[src/rtl/tetris_cmd_gen_if.sv]
// Shared types and the command/response channel between the game
// sequencer (master) and the scene engine (slave).
package tetris_cmd_gen_pkg;
    typedef enum logic [2:0] {
        eNOP    = 3'd0,
        eNew    = 3'd1,
        eRotate = 3'd2,
        eMove   = 3'd3,
        eCheck  = 3'd4
    } opcode_e;

    typedef enum logic [1:0] {
        eUp    = 2'd0,
        eDown  = 2'd1,
        eLeft  = 2'd2,
        eRight = 2'd3
    } direction_e;

    typedef enum logic [2:0] {
        eNon = 3'd0,
        eI   = 3'd1,
        eO   = 3'd2,
        eT   = 3'd3,
        eS   = 3'd4,
        eZ   = 3'd5,
        eJ   = 3'd6,
        eL   = 3'd7
    } tile_type_e;

    typedef struct packed {
        logic [4:0] x_m;
        logic [5:0] y_m;
    } point_t;
endpackage

interface tetris_cmd_gen_if;
    import tetris_cmd_gen_pkg::*;

    logic       cmd_v;
    logic       cmd_ready;
    opcode_e    cmd_op;
    direction_e cmd_dir;
    tile_type_e cmd_tile;
    point_t     cmd_pos;
    logic       resp_v;
    logic       resp_ok;
    logic [2:0] resp_lines;

    modport master (
        output cmd_v, cmd_op, cmd_dir, cmd_tile, cmd_pos,
        input  cmd_ready, resp_v, resp_ok, resp_lines
    );

    modport slave (
        input  cmd_v, cmd_op, cmd_dir, cmd_tile, cmd_pos,
        output cmd_ready, resp_v, resp_ok, resp_lines
    );
endinterface

[src/rtl/tetris_cmd_gen.sv]
// Game sequencer: turns buttons and gravity into one engine command
// at a time, spawns tiles, detects landing, scores cleared lines.
module tetris_cmd_gen
    import tetris_cmd_gen_pkg::*;
#(
    parameter int gravity_period_p = 25000000,
    parameter int spawn_x_p        = 6,
    parameter int score_width_p    = 16
) (
    input  logic                     clk_i,
    input  logic                     reset_n_i,
    input  logic                     start_i,
    input  logic                     btn_left_i,
    input  logic                     btn_right_i,
    input  logic                     btn_rotate_i,
    input  logic                     btn_drop_i,
    tetris_cmd_gen_if.master         cmd_if,
    output logic                     game_over_o,
    output logic [score_width_p-1:0] score_o
);
    localparam int CW = $clog2(gravity_period_p);
    localparam int SW = score_width_p;
    localparam logic [CW-1:0] LP_GMAX = CW'(gravity_period_p - 1);
    localparam logic [CW-1:0] LP_DMAX = CW'((gravity_period_p >> 3) - 1);
    localparam point_t LP_SPAWN = '{x_m: 5'(spawn_x_p), y_m: 6'd0};

    typedef enum logic [3:0] {
        S_IDLE, S_SPAWN, S_WAIT_NEW, S_PLAY, S_ISSUE,
        S_WAIT_MOVE, S_CHECK, S_WAIT_CHECK, S_OVER
    } state_e;

    typedef enum logic [1:0] {
        SEL_ROT, SEL_LEFT, SEL_RIGHT, SEL_DOWN
    } sel_e;

    state_e     r_state;
    sel_e       r_sel;
    logic [7:0] r_lfsr;
    logic       r_left_q;
    logic       r_right_q;
    logic       r_rot_q;
    logic       r_pend_left;
    logic       r_pend_right;
    logic       r_pend_rot;
    logic       r_pend_down;
    logic [CW-1:0] r_cnt;
    logic       r_cmd_v;
    opcode_e    r_cmd_op;
    direction_e r_cmd_dir;
    tile_type_e r_cmd_tile;
    point_t     r_cmd_pos;
    logic       r_game_over;
    logic [SW-1:0] r_score;

    logic       w_xfer;
    logic       w_issue_xfer;
    logic       w_active;
    logic       w_rise_left;
    logic       w_rise_right;
    logic       w_rise_rot;
    logic       w_grav_run;
    logic       w_grav_hit;
    logic       w_spawn_go;
    logic       w_fb;
    logic [CW-1:0] w_limit;
    tile_type_e w_tile;
    logic [3:0] w_points;
    logic [SW:0] w_sum;

    assign w_xfer       = r_cmd_v & cmd_if.cmd_ready;
    assign w_issue_xfer = (r_state == S_ISSUE) & w_xfer;
    assign w_active     = (r_state != S_IDLE) && (r_state != S_OVER);
    assign w_rise_left  = btn_left_i & ~r_left_q & w_active;
    assign w_rise_right = btn_right_i & ~r_right_q & w_active;
    assign w_rise_rot   = btn_rotate_i & ~r_rot_q & w_active;

    assign w_grav_run = (r_state == S_PLAY) ||
                        (r_state == S_ISSUE) ||
                        (r_state == S_WAIT_MOVE);
    assign w_limit    = btn_drop_i ? LP_DMAX : LP_GMAX;
    assign w_grav_hit = w_grav_run && (r_cnt >= w_limit);

    // Every path into SPAWN; gravity restarts for the new tile.
    assign w_spawn_go = ((r_state == S_IDLE) || (r_state == S_OVER)) ?
                        start_i :
                        ((r_state == S_WAIT_CHECK) && cmd_if.resp_v);

    assign w_fb   = r_lfsr[7] ^ r_lfsr[5] ^ r_lfsr[4] ^ r_lfsr[3];
    assign w_tile = (r_lfsr[2:0] == 3'd0) ? eT :
                    tile_type_e'(r_lfsr[2:0]);

    always_comb begin
        w_points = 4'd8;
        unique case (cmd_if.resp_lines)
            3'd0:    w_points = 4'd0;
            3'd1:    w_points = 4'd1;
            3'd2:    w_points = 4'd3;
            3'd3:    w_points = 4'd5;
            default: w_points = 4'd8;
        endcase
    end

    assign w_sum = {1'b0, r_score} + (SW + 1)'(w_points);

    assign cmd_if.cmd_v    = r_cmd_v;
    assign cmd_if.cmd_op   = r_cmd_op;
    assign cmd_if.cmd_dir  = r_cmd_dir;
    assign cmd_if.cmd_tile = r_cmd_tile;
    assign cmd_if.cmd_pos  = r_cmd_pos;
    assign game_over_o     = r_game_over;
    assign score_o         = r_score;

    // Free-running tile generator.
    always_ff @(posedge clk_i or negedge reset_n_i) begin
        if (!reset_n_i) begin
            r_lfsr <= 8'hA5;
        end else begin
            r_lfsr <= {r_lfsr[6:0], w_fb};
        end
    end

    // Button edge capture into sticky flags; a new press wins over a clear.
    always_ff @(posedge clk_i or negedge reset_n_i) begin
        if (!reset_n_i) begin
            r_left_q     <= 1'b0;
            r_right_q    <= 1'b0;
            r_rot_q      <= 1'b0;
            r_pend_left  <= 1'b0;
            r_pend_right <= 1'b0;
            r_pend_rot   <= 1'b0;
        end else begin
            r_left_q  <= btn_left_i;
            r_right_q <= btn_right_i;
            r_rot_q   <= btn_rotate_i;
            if (w_rise_left) begin
                r_pend_left <= 1'b1;
            end else if (w_issue_xfer && r_sel == SEL_LEFT) begin
                r_pend_left <= 1'b0;
            end
            if (w_rise_right) begin
                r_pend_right <= 1'b1;
            end else if (w_issue_xfer && r_sel == SEL_RIGHT) begin
                r_pend_right <= 1'b0;
            end
            if (w_rise_rot) begin
                r_pend_rot <= 1'b1;
            end else if (w_issue_xfer && r_sel == SEL_ROT) begin
                r_pend_rot <= 1'b0;
            end
        end
    end

    // Gravity timer raising a pending fall step; drop shortens the period.
    always_ff @(posedge clk_i or negedge reset_n_i) begin
        if (!reset_n_i) begin
            r_cnt       <= '0;
            r_pend_down <= 1'b0;
        end else if (w_spawn_go) begin
            r_cnt       <= '0;
            r_pend_down <= 1'b0;
        end else begin
            if (w_grav_hit) begin
                r_cnt <= '0;
            end else if (w_grav_run) begin
                r_cnt <= r_cnt + CW'(1);
            end
            if (w_grav_hit) begin
                r_pend_down <= 1'b1;
            end else if (w_issue_xfer && r_sel == SEL_DOWN) begin
                r_pend_down <= 1'b0;
            end
        end
    end

    // Game sequencer with registered command payload, score and game-over.
    always_ff @(posedge clk_i or negedge reset_n_i) begin
        if (!reset_n_i) begin
            r_state     <= S_IDLE;
            r_sel       <= SEL_ROT;
            r_cmd_v     <= 1'b0;
            r_cmd_op    <= eNOP;
            r_cmd_dir   <= eUp;
            r_cmd_tile  <= eNon;
            r_cmd_pos   <= '0;
            r_game_over <= 1'b0;
            r_score     <= '0;
        end else begin
            if (w_xfer) begin
                r_cmd_v    <= 1'b0;
                r_cmd_op   <= eNOP;
                r_cmd_dir  <= eUp;
                r_cmd_tile <= eNon;
                r_cmd_pos  <= '0;
            end
            unique case (r_state)
                S_IDLE, S_OVER: begin
                    if (start_i) begin
                        r_score     <= '0;
                        r_game_over <= 1'b0;
                        r_state     <= S_SPAWN;
                        r_cmd_v     <= 1'b1;
                        r_cmd_op    <= eNew;
                        r_cmd_tile  <= w_tile;
                        r_cmd_pos   <= LP_SPAWN;
                    end
                end
                S_SPAWN: begin
                    if (w_xfer) r_state <= S_WAIT_NEW;
                end
                S_WAIT_NEW: begin
                    if (cmd_if.resp_v) begin
                        if (cmd_if.resp_ok) begin
                            r_state <= S_PLAY;
                        end else begin
                            r_state     <= S_OVER;
                            r_game_over <= 1'b1;
                        end
                    end
                end
                S_PLAY: begin
                    if (r_pend_rot) begin
                        r_sel    <= SEL_ROT;
                        r_state  <= S_ISSUE;
                        r_cmd_v  <= 1'b1;
                        r_cmd_op <= eRotate;
                    end else if (r_pend_left) begin
                        r_sel     <= SEL_LEFT;
                        r_state   <= S_ISSUE;
                        r_cmd_v   <= 1'b1;
                        r_cmd_op  <= eMove;
                        r_cmd_dir <= eLeft;
                    end else if (r_pend_right) begin
                        r_sel     <= SEL_RIGHT;
                        r_state   <= S_ISSUE;
                        r_cmd_v   <= 1'b1;
                        r_cmd_op  <= eMove;
                        r_cmd_dir <= eRight;
                    end else if (r_pend_down) begin
                        r_sel     <= SEL_DOWN;
                        r_state   <= S_ISSUE;
                        r_cmd_v   <= 1'b1;
                        r_cmd_op  <= eMove;
                        r_cmd_dir <= eDown;
                    end
                end
                S_ISSUE: begin
                    if (w_xfer) r_state <= S_WAIT_MOVE;
                end
                S_WAIT_MOVE: begin
                    if (cmd_if.resp_v) begin
                        if (r_sel == SEL_DOWN && !cmd_if.resp_ok) begin
                            r_state  <= S_CHECK;
                            r_cmd_v  <= 1'b1;
                            r_cmd_op <= eCheck;
                        end else begin
                            r_state <= S_PLAY;
                        end
                    end
                end
                S_CHECK: begin
                    if (w_xfer) r_state <= S_WAIT_CHECK;
                end
                S_WAIT_CHECK: begin
                    if (cmd_if.resp_v) begin
                        r_score    <= w_sum[SW] ? '1 : w_sum[SW-1:0];
                        r_state    <= S_SPAWN;
                        r_cmd_v    <= 1'b1;
                        r_cmd_op   <= eNew;
                        r_cmd_tile <= w_tile;
                        r_cmd_pos  <= LP_SPAWN;
                    end
                end
                default: r_state <= S_IDLE;
            endcase
        end
    end
endmodule

[src/flat_wrapper.sv]
// flat-port wrapper written by rule: the top's interface ports become plain ports
module tetris_cmd_gen_flat import tetris_cmd_gen_pkg::*;
#(
    parameter int gravity_period_p = 25000000,
    parameter int spawn_x_p        = 6,
    parameter int score_width_p    = 16
)
  (clk_i, reset_n_i, start_i, btn_left_i, btn_right_i, btn_rotate_i, btn_drop_i, game_over_o, score_o, cmd_if_cmd_v, cmd_if_cmd_op, cmd_if_cmd_dir, cmd_if_cmd_tile, cmd_if_cmd_pos, cmd_if_cmd_ready, cmd_if_resp_v, cmd_if_resp_ok, cmd_if_resp_lines);
  tetris_cmd_gen_if cmd_if_i ();
  input  logic clk_i;
  input  logic reset_n_i;
  input  logic start_i;
  input  logic btn_left_i;
  input  logic btn_right_i;
  input  logic btn_rotate_i;
  input  logic btn_drop_i;
  output logic game_over_o;
  output logic [score_width_p-1:0] score_o;
  output wire logic [$bits(cmd_if_i.cmd_v)-1:0] cmd_if_cmd_v;
  output wire logic [$bits(cmd_if_i.cmd_op)-1:0] cmd_if_cmd_op;
  output wire logic [$bits(cmd_if_i.cmd_dir)-1:0] cmd_if_cmd_dir;
  output wire logic [$bits(cmd_if_i.cmd_tile)-1:0] cmd_if_cmd_tile;
  output wire logic [$bits(cmd_if_i.cmd_pos)-1:0] cmd_if_cmd_pos;
  input wire logic [$bits(cmd_if_i.cmd_ready)-1:0] cmd_if_cmd_ready;
  input wire logic [$bits(cmd_if_i.resp_v)-1:0] cmd_if_resp_v;
  input wire logic [$bits(cmd_if_i.resp_ok)-1:0] cmd_if_resp_ok;
  input wire logic [$bits(cmd_if_i.resp_lines)-1:0] cmd_if_resp_lines;
  assign cmd_if_cmd_v = cmd_if_i.cmd_v;
  assign cmd_if_cmd_op = cmd_if_i.cmd_op;
  assign cmd_if_cmd_dir = cmd_if_i.cmd_dir;
  assign cmd_if_cmd_tile = cmd_if_i.cmd_tile;
  assign cmd_if_cmd_pos = cmd_if_i.cmd_pos;
  assign cmd_if_i.cmd_ready = cmd_if_cmd_ready;
  assign cmd_if_i.resp_v = cmd_if_resp_v;
  assign cmd_if_i.resp_ok = cmd_if_resp_ok;
  assign cmd_if_i.resp_lines = cmd_if_resp_lines;
  tetris_cmd_gen #(.gravity_period_p(gravity_period_p), .spawn_x_p(spawn_x_p), .score_width_p(score_width_p)) u_core (.clk_i(clk_i), .reset_n_i(reset_n_i), .start_i(start_i), .btn_left_i(btn_left_i), .btn_right_i(btn_right_i), .btn_rotate_i(btn_rotate_i), .btn_drop_i(btn_drop_i), .cmd_if(cmd_if_i), .game_over_o(game_over_o), .score_o(score_o));
endmodule
[config.mk]
export PLATFORM = sky130hd
export DESIGN_NAME = tetris_cmd_gen_flat
export DESIGN_NICKNAME = d
export VERILOG_FILES = /design/src/rtl/tetris_cmd_gen_if.sv /design/src/rtl/tetris_cmd_gen.sv /design/src/flat_wrapper.sv
export SDC_FILE = /design/constraint.sdc
export NUM_CORES = 1
export LEC_CHECK = 0
export CORE_UTILIZATION = 53
export CTS_BUF_LIST = sky130_fd_sc_hd__clkbuf_8
export CTS_CLUSTER_SIZE = 16
export DETAILED_ROUTE_END_ITERATION = 7
export PLACE_DENSITY_LB_ADDON = 0.08
export SETUP_SLACK_MARGIN = 0.5
export SYNTH_ARGS = -nofsm -noshare
export SYNTH_HDL_FRONTEND = slang
export SYNTH_SLANG_ARGS = --single-unit
[constraint.sdc]
create_clock -name clk_i -period 2.2 [get_ports clk_i]
set_input_delay 0.22 -clock clk_i [delete_from_list [all_inputs] [get_ports clk_i]]
set_output_delay 0.22 -clock clk_i [all_outputs]
set_load 0.1 [all_outputs]
==> flow_summary.json <==
{
  "via_per_inst": 5.92,
  "die-height_um": 93.9,
  "track_usage_pct": 28.0,
  "rsz0062_at_grt": "yes",
  "grt_max_degree": 33,
  "hpwl_um": 7760,
  "path_cells": "ha_4, fa_2, a21o_1, a21o_1, and4_4, nand3_4, o21ai_2, a22o_1",
  "syn_to_final_growth_pct": 39.2,
  "critical_path_required_ns": 2.46,
  "io_pins": 50,
  "antenna_cells": 0,
  "synthFlopType": "dfrtp_1",
  "slowest_stage": "dfrtp_4",
  "path_class": "reg2reg",
  "netlist_instances": 488,
  "syn_area_per_cell_um2": 9.17,
  "globalplace.congestion": 0.852,
  "grt_pass1_wl_um": 19300,
  "worst-r2r-cell-count": 8,
  "hold_viol_final": 0,
  "overflow": 0,
  "post_drt_wl_per_cell_um": 17.0,
  "tightest_slew_ns": 0.572,
  "initial_utilization_pct": 54.7,
  "cpPeakStageDelay_ns": 0.51,
  "die-area_mm2": 0.00881,
  "fmax_mhz": 481,
  "p_per_area_mw_per_mm2": 1090,
  "root_buffer": "clkbuf_8",
  "cts_buffer_depth": 2,
  "ys_seq_elements": 83,
  "cpMostUsedCell": "a21o_1",
  "worst-path-stages": 8,
  "start_kind": "flip-flop",
  "vias": 4236,
  "cts_htree_levels": 3,
  "synthTopCellsByCount": "dfrtp_1, nand2_1, nor2_1, o21ai_0, a21oi_1",
  "status": "completed",
  "final_cells": 716,
  "synth_edf_count": 0,
  "synth_top_area_share_pct": 44.2,
  "synth_cell_types": 61,
  "peakVddDrop_mv": 0.860,
  "critPathTopFamily": "compound AO/OA/AOI/OAI gates",
  "cts_buffers": 9,
  "post-route-min-period_ns": 2.08,
  "synth.area.top_cells": "dfrtp_1, ha_1, o21ai_0",
  "clock_latency_ns": 0.37,
  "finClkSkew_ns": 0.0112,
  "portBuffers": 49,
  "clk_pin_slew_ns": 0.10,
  "wirelength_um": 12200,
  "firstDrtPassIters": 5,
  "drive_gt1_share_pct": 37.2,
  "clkSinkCount": 83,
  "setup_ws_ns": 0.121,
  "async_reset_ff_share_pct": 100,
  "slew_violations": 0,
  "post-route-util_pct": 76.2,
  "yosysWarnings": 0,
  "tritoncts": "yes",
  "crit_fanout": 4,
  "num_rows": 33,
  "core_mm2": 0.00818,
  "grt_pass1_vias": 4113,
  "placed_area_mm2": 0.00538,
  "drt_iter0_markers": 235,
  "maxSlewHeadroom_pct": 61.4,
  "post-place-cells": 663,
  "syn_nets": 520,
  "finalSetupViolations": 0,
  "cp_data_arrival_time_ns": 2.34,
  "pre_cts_ws_ns": -0.390,
  "die_w_um": 93.9,
  "max_cap_violations": 0,
  "nets": 638,
  "syn_area_mm2": 0.00447,
  "ys_seq_area_share_pct": 46.5,
  "critPathBufInv": 0,
  "design_area_mm2": 0.00623,
  "n_fill_cell": 565,
  "postRouteAntennaNets": 0,
  "end_kind": "flip-flop",
  "antenna_found_initial": 0,
  "hold_class": "in2async",
  "yosys.area.top_type": "dfrtp_1",
  "period_share_pct": 94.5,
  "synth.most_common_cell": "dfrtp_1",
  "leakage_nw": 2.80,
  "drc": 0
}
[cells by family after synthesis]
group	share of synthesized area, %
AO/OA/AOI/OAI	17.9
multiplexers	0.671
flip-flops	46.5
XOR/XNOR	4.31
adder cells (fa/ha/maj)	5.48
AND/OR/NAND/NOR	21.6
buffers and inverters	3.55
[where the power goes]
part / internal [mW] / switching (mW) / total (mW) / leakage [nW]
logic: 1.32 / 2.23 / 3.54 / 1.64
clock network: 0.454 / 0.673 / 1.13 / 0.103
registers: 1.80 / 0.313 / 2.12 / 1.06
[per-stage QoR]
step | power, mW | hold slack, ns | setup TNS, ns
detailed placement | 4.97 | 0.184 | -10.14
floorplan | 4.24 | -0.0756 | -0.00417
global placement | 4.90 | 0.171 | -7.11
finish | 6.79 | 0.313 | 0
global route | 7.14 | 0.323 | 0
CTS | 6.46 | 0.312 | 0
[worst paths after layout]
check / slack, ns / endpoint / start
min: 0.31 / u_core.score_o[5] / reset_n_i
max: 0.12 / u_core.score_o[7] / u_core.score_o[0]
max reg2reg: 0.12 / u_core.score_o[7] / u_core.score_o[0]
min in group clk_i: 0.32 / u_core.r_rot_q / btn_rotate_i
max in group asynchronous: 1.23 / u_core.r_state[3] / reset_n_i
min reg2reg: 0.37 / u_core.r_lfsr[7] / u_core.r_lfsr[6]
[worst reg2reg max path: stages (launching register included)]
cell,delay [ns]
dfrtp_4,0.51
ha_4,0.17
fa_2,0.35
a21o_1,0.18
a21o_1,0.18
and4_4,0.22
nand3_4,0.11
o21ai_2,0.06
a22o_1,0.20
[area by class of cell]
cell class	count	area, um2	share of cell area, %
multi-input cells	368	2660	42.7
flip-flops and latches	83	2110	34.0
repair buffers	128	1060	17.1
well taps	105	131	2.11
clock buffers	9	124	1.99
clock inverters	7	76.3	1.23
inverters	16	60.1	0.964
[placed cells by master, fill, tap and decap left out, types with 6 or more instances in the layout]
master,instances
a21oi_2,9
buf_4,102
nand3_1,23
ha_4,7
nand2_1,52
and3_1,14
nor3_1,7
clkdlybuf4s50_1,8
clkbuf_8,9
o21ai_1,13
dfrtp_2,11
o21ai_0,22
nand4_1,6
inv_1,15
ha_1,10
o211ai_1,7
o21ai_2,8
a21o_1,7
dfrtp_1,63
a31oi_1,7
nor2_1,37
buf_6,12
xnor2_1,17
nor2_2,7
a21oi_1,18
[registers in the layout (all words and copies together) (netlist names), 2 cells and up]
name	flops
u_core.cmd_if.cmd_dir	2
u_core.cmd_if.cmd_op	3
u_core.cmd_if.cmd_pos	11
u_core.cmd_if.cmd_tile	3
u_core.r_cnt	25
u_core.r_lfsr	8
u_core.r_sel	2
u_core.r_state	4
u_core.score_o	16
[per-layer routing]
metal	GRT usage (%)	share of wire (%)
met1	36.7	43
met2	46.2	51
met3	4.13	3.8
met4	11.5	2.1
met5	0	0
[what timing repair did]
action,4_1_cts,5_1_grt
endpoints found under the setup margin,64,63
cloned,1,0
pin swaps,17,18
hold buffers,1,0
setup buffers,23,12
resized for setup,43,41
hold endpoints to repair,25,0
Power figures use the tool's default switching activity.
